**src/rtl/mul_div_ctrl.sv**
```systemverilog
// rtl/mul_div_ctrl.sv - iterative 32x32 multiply / divide unit with HI/LO write-back
//
// Purpose: executes MULT/MULTU/DIV/DIVU one bit per cycle (radix-2 shift-add
// multiply, restoring shift-subtract divide) and writes HI/LO once at the end.
// Ports:
//   clk          sole clock, rising edge
//   rst          synchronous active-low reset
//   start        mul/div op presented in EX this cycle
//   op           00 MULT, 01 MULTU, 10 DIV, 11 DIVU
//   src_a/src_b  multiplicand/multiplier or dividend/divisor
//   flush        abort in-flight op, suppress HI/LO write
//   stallreq     stall request toward EX and earlier stages
//   busy         FSM not in IDLE
//   hi_we/lo_we  HI/LO write enables (DONE only)
//   hi_out/lo_out HI/LO write data (DONE only, else 0)
//   div_by_zero  one-cycle flag in the DONE cycle of a divide by zero
module mul_div_ctrl (
  input  logic        clk,
  input  logic        rst,
  input  logic        start,
  input  logic [1:0]  op,
  input  logic [31:0] src_a,
  input  logic [31:0] src_b,
  input  logic        flush,
  output logic        stallreq,
  output logic        busy,
  output logic        hi_we,
  output logic        lo_we,
  output logic [31:0] hi_out,
  output logic [31:0] lo_out,
  output logic        div_by_zero
);

  typedef enum logic [1:0] {IDLE, MUL, DIV, DONE} state_t;

  state_t      state, state_nxt;
  logic [4:0]  cnt;
  logic [31:0] opnd;     // multiplicand (MUL) or divisor (DIV) magnitude
  logic [63:0] acc;      // {hi, multiplier/product} or {remainder, quotient}
  logic        neg_lo;   // negate product (MUL) or quotient (DIV)
  logic        neg_hi;   // negate remainder (DIV)
  logic        is_div;
  logic        dbz;

  logic        is_signed;
  logic        src_b_zero;
  logic [31:0] mag_a, mag_b;
  logic [32:0] mul_sum;
  logic [63:0] mul_nxt;
  logic [32:0] div_top, div_diff;
  logic [63:0] div_nxt;
  logic [63:0] prod;
  logic [31:0] quo, rem;

  // op[0] == 0 selects the signed variants
  assign is_signed  = ~op[0];
  assign src_b_zero = (src_b == 32'd0);
  assign mag_a      = (is_signed && src_a[31]) ? (~src_a + 32'd1) : src_a;
  assign mag_b      = (is_signed && src_b[31]) ? (~src_b + 32'd1) : src_b;

  // Shift-add: add multiplicand into the upper half when the LSB of the
  // multiplier is set, then shift the whole 65-bit value right by one.
  assign mul_sum = {1'b0, acc[63:32]} + (acc[0] ? {1'b0, opnd} : 33'd0);
  assign mul_nxt = {mul_sum, acc[31:1]};

  // Restoring divide: shift remainder left with the next dividend bit; the
  // 33-bit compare covers remainders that briefly exceed 32 bits.
  assign div_top  = acc[63:31];
  assign div_diff = div_top - {1'b0, opnd};
  assign div_nxt  = div_diff[32] ? {div_top[31:0], acc[30:0], 1'b0}
                                 : {div_diff[31:0], acc[30:0], 1'b1};

  assign prod = neg_lo ? (~acc + 64'd1) : acc;
  assign quo  = neg_lo ? (~acc[31:0] + 32'd1) : acc[31:0];
  assign rem  = neg_hi ? (~acc[63:32] + 32'd1) : acc[63:32];

  always_ff @(posedge clk) begin
    if (!rst) begin
      state  <= IDLE;
      cnt    <= 5'd0;
      opnd   <= 32'd0;
      acc    <= 64'd0;
      neg_lo <= 1'b0;
      neg_hi <= 1'b0;
      is_div <= 1'b0;
      dbz    <= 1'b0;
    end else begin
      state <= state_nxt;
      if (!flush) begin
        case (state)
          IDLE: begin
            if (start) begin
              cnt    <= 5'd0;
              is_div <= op[1];
              if (op[1] && src_b_zero) begin
                // Divide by zero: preload the fixed HI/LO result directly.
                acc    <= {src_a, 32'hFFFF_FFFF};
                opnd   <= 32'd0;
                neg_lo <= 1'b0;
                neg_hi <= 1'b0;
                dbz    <= 1'b1;
              end else begin
                acc    <= {32'd0, (op[1] ? mag_a : mag_b)};
                opnd   <= op[1] ? mag_b : mag_a;
                neg_lo <= is_signed & (src_a[31] ^ src_b[31]);
                neg_hi <= is_signed & src_a[31];
                dbz    <= 1'b0;
              end
            end
          end
          MUL: begin
            acc <= mul_nxt;
            cnt <= (cnt == 5'd31) ? cnt : cnt + 5'd1;
          end
          DIV: begin
            acc <= div_nxt;
            cnt <= (cnt == 5'd31) ? cnt : cnt + 5'd1;
          end
          default: ;
        endcase
      end
    end
  end

  always_comb begin
    state_nxt   = state;
    stallreq    = 1'b0;
    hi_we       = 1'b0;
    lo_we       = 1'b0;
    hi_out      = 32'd0;
    lo_out      = 32'd0;
    div_by_zero = 1'b0;
    busy        = (state != IDLE);
    case (state)
      IDLE: begin
        if (start && !flush) begin
          stallreq  = 1'b1;
          state_nxt = op[1] ? (src_b_zero ? DONE : DIV) : MUL;
        end
      end
      MUL: begin
        stallreq = 1'b1;
        if (cnt == 5'd31) state_nxt = DONE;
      end
      DIV: begin
        stallreq = 1'b1;
        if (cnt == 5'd31) state_nxt = DONE;
      end
      DONE: begin
        state_nxt = IDLE;
        hi_out    = is_div ? rem : prod[63:32];
        lo_out    = is_div ? quo : prod[31:0];
        if (!flush) begin
          hi_we       = 1'b1;
          lo_we       = 1'b1;
          div_by_zero = dbz;
        end
      end
      default: state_nxt = IDLE;
    endcase
    if (flush) state_nxt = IDLE;
  end

endmodule

```
**config.mk**
```make
export PLATFORM = sky130hd
export DESIGN_NAME = mul_div_ctrl
export DESIGN_NICKNAME = d
export VERILOG_FILES = /design/src/rtl/mul_div_ctrl.sv
export SDC_FILE = /design/constraint.sdc
export NUM_CORES = 1
export LEC_CHECK = 0
export CORE_ASPECT_RATIO = 1.75
export CORE_UTILIZATION = 31
export CTS_BUF_LIST = sky130_fd_sc_hd__clkbuf_4
export DETAILED_ROUTE_END_ITERATION = 6
export DONT_BUFFER_PORTS = 1
export PLACE_DENSITY_LB_ADDON = 0.2
export SETUP_SLACK_MARGIN = 0.3
export SLEW_MARGIN = 15
export SYNTH_ARGS = -nofsm -noshare
export SYNTH_HDL_FRONTEND = slang
export SYNTH_SLANG_ARGS = --single-unit
```
**constraint.sdc**
```tcl
create_clock -name clk -period 5.3 [get_ports clk]
set_input_delay 1.06 -clock clk [delete_from_list [all_inputs] [get_ports clk]]
set_output_delay 1.06 -clock clk [all_outputs]
set_load 0.005 [all_outputs]
```
* Word-level counts from Yosys, hierarchy flattened
Cells that the tools add are included.
Word-level totals: flip-flop bits (word level) 107, input port bits 70, output and inout port bits 69, logic and storage cells 85
Cells by class: add/sub/neg operators 8, equality and inequality tests 8, multiplexer cells 34, bitwise logic cells 11, reductions and logical operators 16
Operators by type and width (number):
- 32-bit 2-to-1 mux | 12
- 64-bit 2-to-1 mux | 4
- 64-bit one-hot mux with 3 select lines | 1
- 32-bit by 1-bit adder with 32-bit output (second input constant) | 4
- 32-bit inverter | 4
- 64-bit by 1-bit adder with 64-bit output (second input constant) | 1
- 64-bit inverter | 1
- 32-bit by 32-bit adder with 33-bit output | 1
- 33-bit by 32-bit subtractor with 33-bit output | 1
- 32-bit zero test | 1
- 5-bit 2-to-1 mux | 2
- 5-bit one-hot mux with 2 select lines | 1
- 1-bit 2-to-1 mux | 9
- 2-bit 2-to-1 mux | 3
- 2-bit inequality test (second input constant) | 3
- 2-bit one-hot mux with 3 select lines | 1
- 3-bit AND reduction | 2
- 5-bit by 1-bit adder with 5-bit output (second input constant) | 1
- 5-bit equality test (second input constant) | 1
- 2-bit equality test (second input constant) | 2
- 1-bit logical AND | 4
- 4-bit AND reduction | 1
- 2-bit nonzero test | 2
- 2-bit OR reduction | 2
- other kinds (10) | 13

* Logic depth before layout (Yosys ltp)
depth in word-level cells 7, depth in mapped cells 16, gate-level depth less buffers 13

* Worst setup path after synthesis
No wires, ideal clock.
kind reg-to-output, start register acc[18], end output port hi_out[27], data arrival time 2.751 ns, setup slack 1.489 ns, cell stages (with the launch flop) 12, path buffers 1, cell sequence dfxtp_1 buf_6 or4_4 nor4_4 nand4_2 or3_4 or2_4 and3b_4 a31oi_4 a41oi_2 xor2_1 and2_1
Between the ends: word-level cells in the longest chain between the ends 5
Ends and longest elaborated chain:
- start: declaration | line 39 | logic [63:0] acc;
- start signal: assignment | line 97 | acc <= {src_a, 32'hFFFF_FFFF};
- start signal: assignment | line 103 | acc <= {32'd0, (op[1] ? mag_a : mag_b)};
- start signal: assignment | line 112 | acc <= mul_nxt;
- 64-bit inverter | line 73 | assign prod = neg_lo ? (~acc + 64'd1) : acc;
- 64-bit by 1-bit adder with 64-bit output | line 73
- 64-bit 2-to-1 mux | line 73
- 32-bit 2-to-1 mux | line 151 | hi_out = is_div ? rem : prod[63:32];
- 32-bit 2-to-1 mux | line 134 | case (state)
- end: declaration | line 29 | output logic [31:0] hi_out,
Every way passes these cells.

* Worst setup path in the final report
start register acc[19], end output port hi_out[27]
The elaborated chain is that of the path after synthesis.

==> qor.csv <==
stage,metric,value,unit
status,status,"finished, final reports clean",
critical_path,WP data required,4.24,ns
sta,final setup vio count,0,
clock_tree,"Clk Latency, worst-skew pair",0.56,ns
critical_path,worst r2r dst,acc[59]$_SDFFE_PN0P_,
clock_tree,Clock transition at path regs,0.21,ns
pwr,PD cells,184,nW/um^2
finish,share of cells above drive strength 1,5.82,%
sta,Worst Tran Pin Value,1.14,ns
detailed_routing,1st-pass router iterations,6,
finish,Area Growth Syn to Fin,5.46,%
pwr,leakage power,5.25,nW
clock_tree,Post-CTS Hold Fix Bufs,0,
finish,FILL cells,4467,
sta,crit path time final,4.86,ns
placed_design,port bufs,0,
sta,clk_skew,0.0365,ns
logic_synthesis,asr flop ratio synth,0,%
critical_path,r2r setup slk,0.89,ns
logic_synthesis,Mapped Cells,1816,
logic_synthesis,Synth cell types,91,
critical_path,Setup crit end kind,primary output,
detailed_routing,drt drc,0,
floorplanning,core area,40800,um^2
floorplanning,Ports,139,
critical_path,WS Path Type,reg2out,
critical_path,WP data arrival,3.80,ns
logic_synthesis,#FFs+latches synth,107,
detailed_routing,Vias,13900,
critical_path,Setup crit end,hi_out[27],
floorplanning,initial core utilization,31.4,%
global_routing,number of global-route vias before repair,14000,
critical_path,crit path max fanout,7,
placed_design,GP Congestion,0.955,
logic_synthesis,Post-synth EDFFs,0,
logic_synthesis,ys flop type,dfxtp_1,
logic_synthesis,sequential share of the synthesized area,16.7,%
sta,RSZ-0062 raised after global routing,yes,
floorplanning,Die H,271,um
global_routing,GR Util All Layers,27.0,%
critical_path,crit path launch,acc[19]$_SDFFE_PN0P_,
worst_hold_path,Hold/Removal Path Class,reg2reg,
finish,"leading cell type in the layout, fill and taps excluded",a21oi_1,
sta,Slew HR,23.7,%
sta,Max Freq,206,MHz
sta,final slew viol count,0,
worst_hold_path,Hold Crit Depth,2,
placed_design,# placed instances,2285,
finish,Layout Cells excl Fill,2303,
sta,total negative slack,0,ns
global_routing,largest net degree at the start of global routing,64,
detailed_routing,routed len/inst,25.1,um
floorplanning,DIE AREA,42200,um^2
detailed_routing,Via density,6.05,
logic_synthesis,YS warnings,0,
finish,Final Net Count,1893,
detailed_routing,WL final,57800,um
sta,"Hold Vio Cnt, Final",0,
floorplanning,Die Span X,156,um
clock_tree,clock sink count,107,
placed_design,placed wire-length estimate,45500,um
pwr,Peak VDD IR,0.118,mV
flow_run,Max-cap violations,0,
critical_path,Worst setup SP type,flop,
critical_path,r2r worst-path depth,13,
logic_synthesis,Synthesized Nets,1962,
clock_tree,CTS root buffer,clkbuf_4,
logic_synthesis,Synth Cell Area,12800,um^2
detailed_routing,Antenna Nets Post-Route,0,
logic_synthesis,syn_area_per_cell,7.06,um^2
clock_tree,CTS H-tree lvls,3,
global_routing,first-pass GRT wire length,85600,um
critical_path,FF-to-FF Start,acc[0]$_SDFFE_PN0P_,
clock_tree,CTS Buf Count,9,
global_routing,Congestion Overflow GR,0,
floorplanning,row cnt,98,
finish,"commonest non-fill, non-tap cells in the layout","a21oi_1 (171), o21ai_0 (162), nor2_1 (161)",
detailed_routing,Initial DRC Count,974,
clock_tree,CTS Buffer Depth,2,
clock_tree,CTS tree,yes,
sta,final worst-path cycle share,91.7,%
global_routing,initial antenna violation count,1,
==> stage by stage <==
stage | total power, mW | setup slack (ns) | cell area [um^2] | hold slack, ns | util [%]
final | 2.49 | 0.439 | 13500 | 0.469 | 33.1
after global routing | 2.61 | 0.277 | 13500 | 0.489 | 33.1
after CTS | 2.48 | 0.287 | 13500 | 0.473 | 33.1
after detailed placement | 2.01 | 0.852 | 13400 | 0.435 | 32.7
after global placement | 2.01 | 0.844 | 13400 | 0.433 | 32.7
after floorplan | 1.68 | 1.49 | 12800 | 0.420 | -
==> report_power, final <==
| group | switching [mW] | internal [mW] |
|---|---|---|
| logic | 0.692 | 0.396 |
| clock network | 0.330 | 0.142 |
| registers | 0.0773 | 0.853 |
==> Yosys cell counts (all sizes together) (12+ instances only) <==
master / instances / share of area [%]
nor4: 17 / 1.0
nor2b: 15 / 0.73
nand2b: 29 / 1.4
dfxtp: 107 / 17
o31ai: 21 / 1.2
xor2: 73 / 5.0
ha: 74 / 7.2
o221ai: 17 / 1.2
o41ai: 17 / 1.2
a221oi: 20 / 1.4
nor3: 43 / 1.8
clkbuf: 89 / 2.6
buf: 30 / 1.1
o211ai: 19 / 1.1
o21a: 12 / 0.70
a21o: 36 / 2.1
a22o: 22 / 1.5
or4: 12 / 0.82
o21ai: 176 / 6.9
or3: 18 / 0.92
a31oi: 17 / 0.95
and3: 16 / 0.78
a21oi: 171 / 6.7
nand3: 28 / 1.1
nand2: 147 / 4.3
a22oi: 23 / 1.3
a211oi: 31 / 1.8
nor2: 164 / 4.8
xnor2: 96 / 6.6
and2: 70 / 3.4
inv: 66 / 1.9
mux2i: 15 / 1.2
==> worst max-delay path, stage by stage, from the launching register on <==
cell,delay [ns]
dfxtp_1,0.43
or4_4,0.58
nor4_4,0.29
nand4_4,0.16
or3_4,0.45
or2_4,0.28
and3b_4,0.20
a31oi_4,0.24
a41oi_2,0.20
xor2_1,0.20
and2_1,0.21
==> cell type report <==
class,instances,area (um^2),share of cell area [%]
diodes,1,2.50,0.0185
clock buffers,9,67.6,0.500
clock inverters,7,68.8,0.509
inverters,69,263,1.94
multi-input cells,1521,9980,73.8
flip-flops and latches,107,2140,15.9
well taps,550,688,5.09
repair buffers,39,305,2.26
==> flip-flops by register name (all words and copies together), names as in the netlist <==
name and cells:
cnt 5, neg_hi 1, opnd 32, acc 64, state 2, neg_lo 1
is_div 1, dbz 1
==> how the worst min path moves through the flow <==
stage	start	end	slack, ns
final	opnd[8]$_SDFFE_PN0P_	opnd[8]$_SDFFE_PN0P_	0.47
after global routing	opnd[23]$_SDFFE_PN0P_	opnd[23]$_SDFFE_PN0P_	0.49
after CTS	opnd[8]$_SDFFE_PN0P_	opnd[8]$_SDFFE_PN0P_	0.47
after detailed placement	opnd[23]$_SDFFE_PN0P_	opnd[23]$_SDFFE_PN0P_	0.43
after global placement	opnd[19]$_SDFFE_PN0P_	opnd[19]$_SDFFE_PN0P_	0.43
after floorplan	opnd[18]$_SDFFE_PN0P_	opnd[18]$_SDFFE_PN0P_	0.42
==> logic make-up (layout without fill, tap and decap cells) <==
| group | after synthesis | count (layout) | share of synthesized area, % |
|---|---|---|---|
| AO/OA/AOI/OAI | 653 | 653 | 32.8 |
| XOR/XNOR | 169 | 169 | 11.5 |
| adder cells (fa/ha/maj) | 76 | 76 | 7.53 |
| buffers and inverters | 188 | 124 | 5.76 |
| flip-flops | 107 | 107 | 16.7 |
| multiplexers | 23 | 23 | 1.87 |
| other | 0 | 1 | 0 |
| AND/OR/NAND/NOR | 600 | 600 | 23.8 |
==> layer usage <==
metal  track usage (%)  wire (um)  part of all wire [%]  vias to the layer above
li1                  -          -                     -                     6493
met4              19.8       4350                   7.5                        0
met1              28.0      21000                    36                     6627
met3              3.38       3140                   5.4                      191
met2              49.2      29300                    51                      631
met5                 0          0                     0                        -
==> repair_timing <==
item / 4_1_cts / 5_1_grt
cloned: 0 / 0
pin swaps: 2 / 2
resized for setup: 2 / 3
endpoints found under the setup margin: 5 / 8
buffers inserted: 1 / 0
No activity file was read; power rests on OpenSTA's default activity.
